[src/rtl/writeback_stage.sv]
`timescale 1ns/1ps
// Writeback stage: picks UP / ALU / RET_ADDR / LOAD into a one-entry valid/ready
// output slot. Loads park in WAIT_LOAD until mem_rvalid, then get extended here.
module writeback_stage #(
  parameter int XLEN       = 32,
  parameter int RET_ADDR_W = XLEN - 2,
  parameter int REG_ADDR_W = 5
) (
  input  logic                  clk,
  input  logic                  rst,
  input  logic                  clk_enable,
  input  logic                  in_valid,
  output logic                  in_ready,
  input  logic [1:0]            wb_sel,
  input  logic [REG_ADDR_W-1:0] in_rd,
  input  logic [XLEN-1:0]       upper_immediate,
  input  logic [XLEN-1:0]       alu_out,
  input  logic [RET_ADDR_W-1:0] return_addr,
  input  logic [2:0]            load_funct3,
  input  logic [1:0]            load_offset,
  input  logic [XLEN-1:0]       mem_rdata,
  input  logic                  mem_rvalid,
  output logic                  out_valid,
  input  logic                  out_ready,
  output logic [XLEN-1:0]       wb_data,
  output logic [REG_ADDR_W-1:0] wb_rd,
  output logic                  wb_we,
  output logic                  busy
);
  typedef enum logic {IDLE, WAIT_LOAD} state_t;

  localparam logic [1:0] SEL_UP   = 2'd0;
  localparam logic [1:0] SEL_ALU  = 2'd1;
  localparam logic [1:0] SEL_LOAD = 2'd3;

  state_t                  state_reg;
  logic                    out_valid_reg;
  logic [XLEN-1:0]         wb_data_reg;
  logic [REG_ADDR_W-1:0]   wb_rd_reg;
  logic [REG_ADDR_W-1:0]   load_rd_reg;
  logic [2:0]              funct3_reg;
  logic [1:0]              offset_reg;

  logic                    accept;
  logic [XLEN-1:0]         sel_data;
  logic [XLEN-1:0]         load_data;
  logic [31:0]             word;
  logic [7:0]              lbyte;
  logic [15:0]             lhalf;

  assign in_ready  = clk_enable && (state_reg == IDLE) && (!out_valid_reg || out_ready);
  assign accept    = in_valid && in_ready;
  assign out_valid = out_valid_reg;
  assign wb_data   = wb_data_reg;
  assign wb_rd     = wb_rd_reg;
  assign wb_we     = out_valid_reg && (wb_rd_reg != '0);
  assign busy      = (state_reg == WAIT_LOAD);

  always_comb begin
    case (wb_sel)
      SEL_UP:  sel_data = upper_immediate;
      SEL_ALU: sel_data = alu_out;
      default: sel_data = XLEN'({return_addr, 2'b00});
    endcase
  end

  // Extraction always works on the low word; only LD on a 64-bit datapath uses the full beat.
  always_comb begin
    word  = mem_rdata[31:0];
    lbyte = word[{offset_reg, 3'b000} +: 8];
    lhalf = offset_reg[1] ? word[31:16] : word[15:0];
    case (funct3_reg)
      3'b000:  load_data = XLEN'($signed(lbyte));
      3'b100:  load_data = XLEN'(lbyte);
      3'b001:  load_data = XLEN'($signed(lhalf));
      3'b101:  load_data = XLEN'(lhalf);
      3'b010:  load_data = XLEN'($signed(word));
      3'b110:  load_data = XLEN'(word);
      3'b011:  load_data = (XLEN == 64) ? mem_rdata : XLEN'($signed(word));
      default: load_data = '0;
    endcase
  end

  always_ff @(posedge clk or posedge rst) begin
    if (rst) begin
      state_reg     <= IDLE;
      out_valid_reg <= 1'b0;
      wb_data_reg   <= '0;
      wb_rd_reg     <= '0;
      load_rd_reg   <= '0;
      funct3_reg    <= '0;
      offset_reg    <= '0;
    end else if (clk_enable) begin
      if (out_valid_reg && out_ready)
        out_valid_reg <= 1'b0;
      if (state_reg == IDLE) begin
        if (accept) begin
          if (wb_sel == SEL_LOAD) begin
            state_reg   <= WAIT_LOAD;
            funct3_reg  <= load_funct3;
            offset_reg  <= load_offset;
            load_rd_reg <= in_rd;
          end else begin
            out_valid_reg <= 1'b1;
            wb_data_reg   <= sel_data;
            wb_rd_reg     <= in_rd;
          end
        end
      end else if (mem_rvalid) begin
        // The slot was drained when the load was accepted, so it is free here.
        out_valid_reg <= 1'b1;
        wb_data_reg   <= load_data;
        wb_rd_reg     <= load_rd_reg;
        state_reg     <= IDLE;
      end
    end
  end
endmodule

[config.mk]
export PLATFORM = sky130hd
export DESIGN_NAME = writeback_stage
export DESIGN_NICKNAME = d
export VERILOG_FILES = /design/src/rtl/writeback_stage.sv
export SDC_FILE = /design/constraint.sdc
export NUM_CORES = 1
export LEC_CHECK = 0
export BUFFER_PORTS_ARGS = -buffer_cell sky130_fd_sc_hd__buf_2
export CORE_ASPECT_RATIO = 1.25
export CORE_MARGIN = 1.5
export CORE_UTILIZATION = 41
export CTS_CLUSTER_DIAMETER = 50
export DETAILED_ROUTE_END_ITERATION = 12
export PLACE_DENSITY = 0.77
export SLEW_MARGIN = 20
export SYNTH_ARGS = -nofsm -noshare
export SYNTH_HDL_FRONTEND = slang
export SYNTH_SLANG_ARGS = --single-unit
[constraint.sdc]
create_clock -name clk -period 1.55 [get_ports clk]
set_clock_uncertainty 0.1 [all_clocks]
set_input_delay 0.31 -clock clk [delete_from_list [all_inputs] [get_ports clk]]
set_output_delay 0.31 -clock clk [all_outputs]
set_load 0.02 [all_outputs]
# == Word level (Yosys, flattened, before mapping) ==
# Index checks and enable logic that the tools add are counted.
# totals
regBits,49
latch_bits,0
ramBits,0
romBits,0
input_bits,144
out_inout_bits,41
elab_cells,53
mem_count,0
# op_classes
add_sub_neg,0
n_mul,0
div,0
n_lt_le_gt_ge,0
n_eq_ne,10
shifts,1
muxes,20
n_bitwise,1
n_reduce_logical,14
# ops
cell,count
$pmux 32 s5,1
$mux 32,4
$pmux 32 s2,1
$shiftx 32x6->8,1
$mux 5,4
$mux 16,1
$eq 3x3->1 const B,3
$mux 1,9
$reduce_and 4->1,2
$eq 3x2->1 const B,2
$logic_and 1x1->1,5
$reduce_bool 5->1,1
$ne 2x2->1 const B,2
$eq 3x1->1 const B,1
$logic_not 3->1,1
$reduce_or 3->1,1
$eq 2x1->1 const B,1
$eq 2x2->1 const B,1
$logic_not 2->1,1
$reduce_bool 2->1,1
$logic_not 1->1,1
$logic_or 1x1->1,1
$not 1->1,1

# == Depth between registers and ports, before layout ==
# Gate-level depths: netlist (run 1).
# logic_depth
ltp_word,6
depth_mapped,7
ltp_nobuf,5

# == Least setup slack after synthesis (run 1) ==
# No wires, ideal clock.
# synth_timing
path_type,reg-to-reg
start,"register state_reg, in the netlist busy"
end,register funct3_reg[1]
setup_ns,0.125
arrival_time_ns,1.477
required_ns,1.325
slack_ns,-0.152
stages_incl_launch_ff,7
path_buffers,2
cell_sequence,dfrtp_1 -> nor2b_4 -> and3_4 -> buf_6 -> nand3_4 -> buf_6 -> mux2_4
# synth_between
elab_chain_cells,5
# synth_lines
item,line,rtl
start: declaration,36,state_t state_reg;
start signal: assignment,86,state_reg <= IDLE;
start signal: assignment,99,state_reg <= WAIT_LOAD;
start signal: assignment,114,state_reg <= IDLE;
$not 1->1 (no source line) *,n/a,
$logic_and 1x1->1 (2 in series),51,assign in_ready = clk_enable && (state_reg == IDLE) && (!out_valid_reg || out_ready);
$logic_and 1x1->1,52,assign accept = in_valid && in_ready;
$reduce_and 4->1 (no source line) *,n/a,
end signal: assignment,100,funct3_reg <= load_funct3;
end: declaration,41,logic [2:0] funct3_reg;
# Mark *: on every way between the ends. The rest lies on a longest branch, timed or not.
# A chain may end at the register's enable or synchronous reset.

# == Worst setup path after layout (run 1) ==
# layout_timing
start,"register wb_rd_reg[3], in the netlist wb_rd[3]"
end,output port wb_we
# layout_between
elab_chain_cells,2
# layout_lines
item,line,rtl
start: declaration,39,logic [REG_ADDR_W-1:0] wb_rd_reg;
start signal: assignment,106,wb_rd_reg <= in_rd;
start signal: assignment,113,wb_rd_reg <= load_rd_reg;
$reduce_bool 5->1,56,assign wb_we = out_valid_reg && (wb_rd_reg != '0);
$logic_and 1x1->1,56,
end: declaration,27,"output logic wb_we,"
# No other way between the ends.

==> results of run 1 <==
[stage by stage]
| stage | hold slack (ns) | setup slack [ns] | TNS (ns) |
|---|---|---|---|
| after floorplan | 0.246 | -0.0943 | -2.01 |
| after global placement | 0.292 | -0.268 | -5.93 |
| after detailed placement | 0.300 | -0.297 | -7.42 |
| after CTS | 0.124 | -0.427 | -5.05 |
| after global routing | 0.128 | -0.455 | -8.05 |
| final | 0.125 | -0.408 | -6.01 |
[power by group through the flow]
stage / clock network, mW / registers (mW) / logic [mW]
6_report: 0.777 / 2.04 / 4.08
5_1_grt: 0.828 / 2.08 / 4.33
4_1_cts: 0.784 / 2.03 / 3.76
3_5_place_dp: 0 / 2.03 / 3.15
3_3_place_gp: 0 / 2.01 / 3.08
2_1_floorplan: 0 / 2.47 / 1.40
[Yosys cell counts (2+ instances only)]
master and number:
a21o_1 2, a21oi_1 23, a221oi_1 4, a22o_1 5, a22oi_1 8, a2bb2oi_1 2
a31oi_1 5, a32o_1 4, and2_1 2, and3_1 2, buf_1 2, buf_2 12
buf_4 7, buf_6 3, clkbuf_1 7, dfrtp_1 49, inv_1 3, mux2_2 13
mux2_4 5, mux2i_1 40, nand2_1 48, nand2b_1 3, nand3_1 4, nand3b_1 2
nor2_1 27, nor2b_1 3, nor3_1 4, o21a_1 4, o21ai_0 41, o21bai_1 2
o221ai_1 3, o22a_1 15, or3_1 2
[worst register-to-register path, delay by kind of cell, from the launching register on]
family           cells  cell delay, ns
flip-flops           1            0.49
AO/OA/AOI/OAI        2            0.45
AND/OR/NAND/NOR      2            0.30
multiplexers         1            0.34
[how the worst max path moves through the flow]
| stage | slack, ns | to | cells after the start |
|---|---|---|---|
| final | -0.41 | wb_we | 3 |
| after global placement | -0.27 | wb_data[3] | 5 |
| after global routing | -0.46 | wb_we | 3 |
| after CTS | -0.43 | wb_we | 3 |
| after detailed placement | -0.30 | wb_data[3] | 5 |
| after floorplan | -0.09 | funct3_reg[1] | 6 |
[cell type report]
class	instances	area, sq um
clock buffers	5	68.8
clock inverters	3	17.5
fillers	611	2490
inverters	3	15.0
multi-input cells	292	2310
flip-flops and latches	49	1230
well taps	95	119
repair buffers	264	1670
[cells by family after synthesis]
kind of cell	synth area share
AO/OA/AOI/OAI	0.243
flip-flops	0.361
buffers and inverters	0.0564
AND/OR/NAND/NOR	0.150
multiplexers	0.190
[per-layer routing]
metal	vias up	share of wire
met3	26	0.057
met5	-	0
met2	154	0.52
met1	1809	0.39
met4	0	0.027
li1	1857	-
[what timing repair did]
action,4_1_cts,5_1_grt
cloned,3,0
setup endpoints to repair,44,45
pin swaps,47,23
endpoints found under the hold margin,49,0
gates resized for setup,76,25
buffers inserted,13,9
hold buffers,1,0
==> qor.csv, run 1 <==
stage,metric,value,unit
run_status,status,"complete, but fails checks",
run_status,failing checks,negative setup slack,
logic_synthesis,"Async S/R FF share, synth",1.00,
setup_path,Setup crit start kind,flop,
floorplanning,num ports,185,
routing,final WL,12.2,mm
setup_path,crit path kind,reg2out,
pwr,Sw Share,0.408,
setup_path,CP Launch Point,wb_rd[3],
floorplanning,Die Footprint,8840,sq um
placed_design,placed cells,679,
clock_tree,"Reg clk slew, reported paths",0.10,ns
sta,Final min period,1.96,ns
logic_synthesis,Yosys top cell by area,dfrtp_1,
sta,fmax,511,MHz
floorplanning,Die Span X,84.4,microns
grt,met1 Use GR,0.304,
setup_path,reg-to-reg endpoint,wb_data[28],
pwr,maximum VDD drop,0.616,mV
setup_path,R2R Setup Slk,-0.24,ns
clock_tree,TritonCTS Sinks,49,
floorplanning,height of the die,105,microns
logic_synthesis,#FFs+latches synth,49,
grt,initial antenna violation count,0,
logic_synthesis,syn_nets,517,
routing,DRT antenna net count,0,
pwr,"Power, Total",6.89,mW
clock_tree,CTS tree,built,
logic_synthesis,Unique masters post-synth,50,
clock_tree,maximum root-to-sink buffer count,2,
cells_and_area,fraction of layout cells with a size suffix above 1,0.563,
grt,met2 Track Usage GR,0.491,
setup_path,worst r2r path cells,5,
setup_path,R2R Path Start,offset_reg[1],
cells_and_area,nets,759,
cells_and_area,max FFs per register,32,
setup_path,CP endpoint kind,primary output,
clock_tree,CTS buffer count,5,
setup_path,crit path max fanout,2,
placed_design,routability cong.,0.891,
grt,vias in the first global route,3917,
placed_design,HPWL after detailed placement,9.07,mm
cells_and_area,P&R area growth vs syn,60.1,%
pwr,Cell Int Power,4.08,mW
grt,largest net degree at the start of global routing,50,
sta,# setup viols final,41,
routing,Vias/cell,5.41,
min_path,HP Start,load_offset[0],
sta,Slew @ Worst Pin,0.332,ns
setup_path,Slowest cell on crit path,or4_1,
cells_and_area,"commonest cells after routing, fill and taps aside","buf_2, buf_4, nand2_1",
pwr,Logic pwr share,0.592,
routing,DRC viols,0,
sta,RSZ-0062 raised after global routing,true,
cells_and_area,diodes inserted,0,
pwr,Pwr Density,1270,nW/um^2
grt,GRT busiest layer,met2,
cells_and_area,final cell count without fillers,711,
sta,setup ws final,-0.408,ns
placed_design,Port Buffers,184,
logic_synthesis,post-synth top area share,0.361,
grt,Total GRT Usage,0.267,
logic_synthesis,mean post-synth cell area,9.10,sq um
setup_path,critical path required time,1.14,ns
clock_tree,clk_lat worst skew,0.32,ns
grt,GRT overflow,0,
setup_path,Critical Path Max Stage Delay,0.51,ns
sta,fin. max-slew vios,0,
setup_path,crit-path cells,or4_1 -> o21a_2 -> buf_6,
flow_run,MaxCap Viol Count,0,
min_path,Worst Hold End,offset_reg[0],
setup_path,Critical Path AT,1.55,ns
logic_synthesis,Post-synth EDFFs,0,
logic_synthesis,sequential share of the synthesized area,0.361,
grt,global-route wire length before repair,18.8,mm
floorplanning,Cell Rows,36,
routing,routed len/inst,17.1,microns
sta,Final period util,1.26,
routing,drt pass-1 iters,5,
placed_design,area of placed instances,4740,sq um
clock_tree,Root Buffer,clkbuf_8,
pwr,Clk pwr share,0.113,
logic_synthesis,Yosys Warn Count,0,
cells_and_area,final core occ,0.686,
floorplanning,Initial Util,0.428,
routing,vias,3846,
cells_and_area,fin area,5440,sq um
min_path,hold path cells,2,
pwr,power share of the sequential group,0.295,
pwr,static leakage,2.65,nW
logic_synthesis,Synth Cell Area,3400,sq um
cells_and_area,"most common cell after layout, fill and taps aside",buf_2,
grt,met3 Track Usage GR,0.0498,
routing,drt initial violations,181,
floorplanning,total core area,7930,sq um
pwr,Sw Pwr,2.82,mW
sta,relative slew slack,0.779,
setup_path,Crit path buffers/inverters,1,
logic_synthesis,Synth area leaders,"dfrtp_1, mux2i_1, o21ai_0",
min_path,class of the worst hold path,in2reg,
setup_path,Crit path max-delay family,simple AND/OR/NAND/NOR gates,
clock_tree,H-tree Lvls,2,
sta,final hold vios,0,
logic_synthesis,Syn Inst Count,373,
logic_synthesis,ys flop type,dfrtp_1,
(Power assumes the default switching activity.)
==> run 2: changes to the inputs <==
PLACE_DENSITY = not set   (was 0.77)
PLACE_DENSITY_LB_ADDON = 0.12   (was not set)
==> qor.csv, run 2 (same netlist as run 1, synthesis figures left out) <==
stage,metric,value,unit,change
sta,setup ws final,-0.412,ns,-0.00361 ns
cells_and_area,P&R area growth vs syn,59.0,%,
sta,# setup viols final,34,,-17%
cells_and_area,diodes inserted,0,,unchanged
placed_design,HPWL after detailed placement,9.03,mm,-0.44%
floorplanning,total core area,7930,sq um,unchanged
routing,Vias/cell,5.42,,+0.19%
min_path,HP Start,load_offset[0],,
run_status,failing checks,negative setup slack,,
routing,routed len/inst,17.2,microns,+0.59%
setup_path,crit path max fanout,2,,unchanged
cells_and_area,nets,749,,-1.3%
cells_and_area,"most common cell after layout, fill and taps aside",buf_2,,
setup_path,worst r2r path cells,5,,unchanged
routing,vias,3799,,-1.2%
flow_run,MaxCap Viol Count,0,,unchanged
setup_path,R2R Path Start,offset_reg[1],,
sta,Final period util,1.27,,+0.00233
clock_tree,CTS buffer count,5,,unchanged
grt,largest net degree at the start of global routing,50,,unchanged
cells_and_area,final cell count without fillers,701,,-1.4%
routing,DRT antenna net count,0,,unchanged
setup_path,crit path kind,reg2out,,
grt,Total GRT Usage,0.269,,+0.00212
sta,fmax,510,MHz,-0.18%
setup_path,R2R Setup Slk,-0.20,ns,+0.04 ns
grt,vias in the first global route,4019,,+2.6%
placed_design,placed cells,677,,-0.29%
grt,initial antenna violation count,0,,unchanged
setup_path,Setup crit start kind,flop,,
sta,final hold vios,0,,unchanged
clock_tree,H-tree Lvls,2,,unchanged
grt,GRT overflow,0,,unchanged
routing,drt initial violations,135,,-25%
min_path,class of the worst hold path,in2reg,,
floorplanning,Die Footprint,8840,sq um,unchanged
run_status,status,"complete, but fails checks",,
clock_tree,TritonCTS Sinks,49,,unchanged
floorplanning,Cell Rows,36,,unchanged
sta,fin. max-slew vios,0,,unchanged
min_path,hold path cells,2,,unchanged
routing,final WL,12.1,mm,-0.82%
pwr,Pwr Density,1260,nW/um^2,-0.82%
setup_path,Critical Path AT,1.55,ns,about the same
clock_tree,"Reg clk slew, reported paths",0.10,ns,about the same
routing,drt pass-1 iters,4,,-1
floorplanning,num ports,185,,unchanged
setup_path,CP endpoint kind,primary output,,
clock_tree,Root Buffer,clkbuf_8,,
setup_path,reg-to-reg endpoint,wb_data[26],,
cells_and_area,fraction of layout cells with a size suffix above 1,0.550,,-0.0138
sta,RSZ-0062 raised after global routing,true,,
floorplanning,height of the die,105,microns,unchanged
clock_tree,maximum root-to-sink buffer count,2,,unchanged
pwr,static leakage,2.59,nW,-2.2%
cells_and_area,max FFs per register,32,,unchanged
sta,Final min period,1.96,ns,+0.00361 ns
placed_design,routability cong.,0.888,,-0.33%
floorplanning,Initial Util,0.428,,unchanged
floorplanning,Die Span X,84.4,microns,unchanged
min_path,Worst Hold End,offset_reg[0],,
grt,global-route wire length before repair,19.1,mm,+1.9%
cells_and_area,"commonest cells after routing, fill and taps aside","buf_2, nand2_1, dfrtp_1, buf_4, mux2i_1",,
routing,DRC viols,0,,unchanged
sta,Slew @ Worst Pin,0.267,ns,-0.0654 ns
placed_design,Port Buffers,184,,unchanged
sta,relative slew slack,0.820,,+0.0417
setup_path,critical path required time,1.14,ns,about the same
cells_and_area,final core occ,0.681,,-0.00474
clock_tree,clk_lat worst skew,0.31,ns,about the same
clock_tree,CTS tree,built,,
pwr,maximum VDD drop,0.718,mV,+17%
run 2: cell count changes in the layout (fill, tap and decap cells not counted), sizes merged:
cell      delta
clkinv       -2
buf         -10
clkinvlp     +2
run 2: critical path: stages, from the launching register on:
cell	delay [ns]
dfrtp_1	0.39
or4_1	0.52
o21a_2	0.21
buf_6	0.12
run 2: cell type report:
class,instances,area [sq um]
Sequential cell,49,1230
Fill cell,676,2530
Clock buffer,5,68.8
Tap cell,95,119
Inverter,3,15.0
Multi-Input combinational cell,292,2320
Timing Repair Buffer,254,1620
Clock inverter,3,22.5
run 2: power breakdown:
group / internal [mW] / total, mW / switching, mW / leakage (nW)
combinational: 1.96 / 3.97 / 2.02 / 1.98
sequential: 1.73 / 2.01 / 0.284 / 0.574
clock: 0.318 / 0.803 / 0.485 / 0.0364
run 2: how the worst max path moves through the flow:
stage                              from            end  slack [ns]  cells past startpoint
after floorplan                    busy  funct3_reg[1]       -0.09                      6
final                          wb_rd[3]          wb_we       -0.41                      3
after CTS                      wb_rd[3]          wb_we       -0.42                      3
after detailed placement  offset_reg[1]     wb_data[3]       -0.34                      5
after global routing           wb_rd[3]          wb_we       -0.46                      3
after global placement    offset_reg[1]     wb_data[5]       -0.32                      5
run 2: metal layers:
metal / up-vias / global-route usage / routed length [microns]
met5: - / 0 / 0
met4: 0 / 0.0829 / 155
met3: 12 / 0.0387 / 581
met2: 144 / 0.501 / 6460
met1: 1802 / 0.316 / 4870
li1: 1841 / - / -
run 2: repair_timing:
action	4_1_cts	5_1_grt
cloned	2	0
buffers inserted	10	5
setup endpoints to repair	36	43
resized for setup	63	32
hold buffers	1	0
hold endpoints to repair	49	0
pin swaps	44	16
run 2: through the flow:
stage / hold WS [ns] / worst slack [ns] / total power, mW / TNS, ns / instance area (sq um)
floorplan: 0.246 / -0.0943 / 3.88 / -2.01 / 3410
global placement: 0.298 / -0.322 / 5.16 / -5.48 / 4750
detailed placement: 0.302 / -0.337 / 5.21 / -7.03 / 4750
CTS: 0.120 / -0.424 / 6.54 / -5.00 / 5220
global route: 0.115 / -0.460 / 7.14 / -6.80 / 5400
finish: 0.121 / -0.412 / 6.79 / -5.21 / 5400
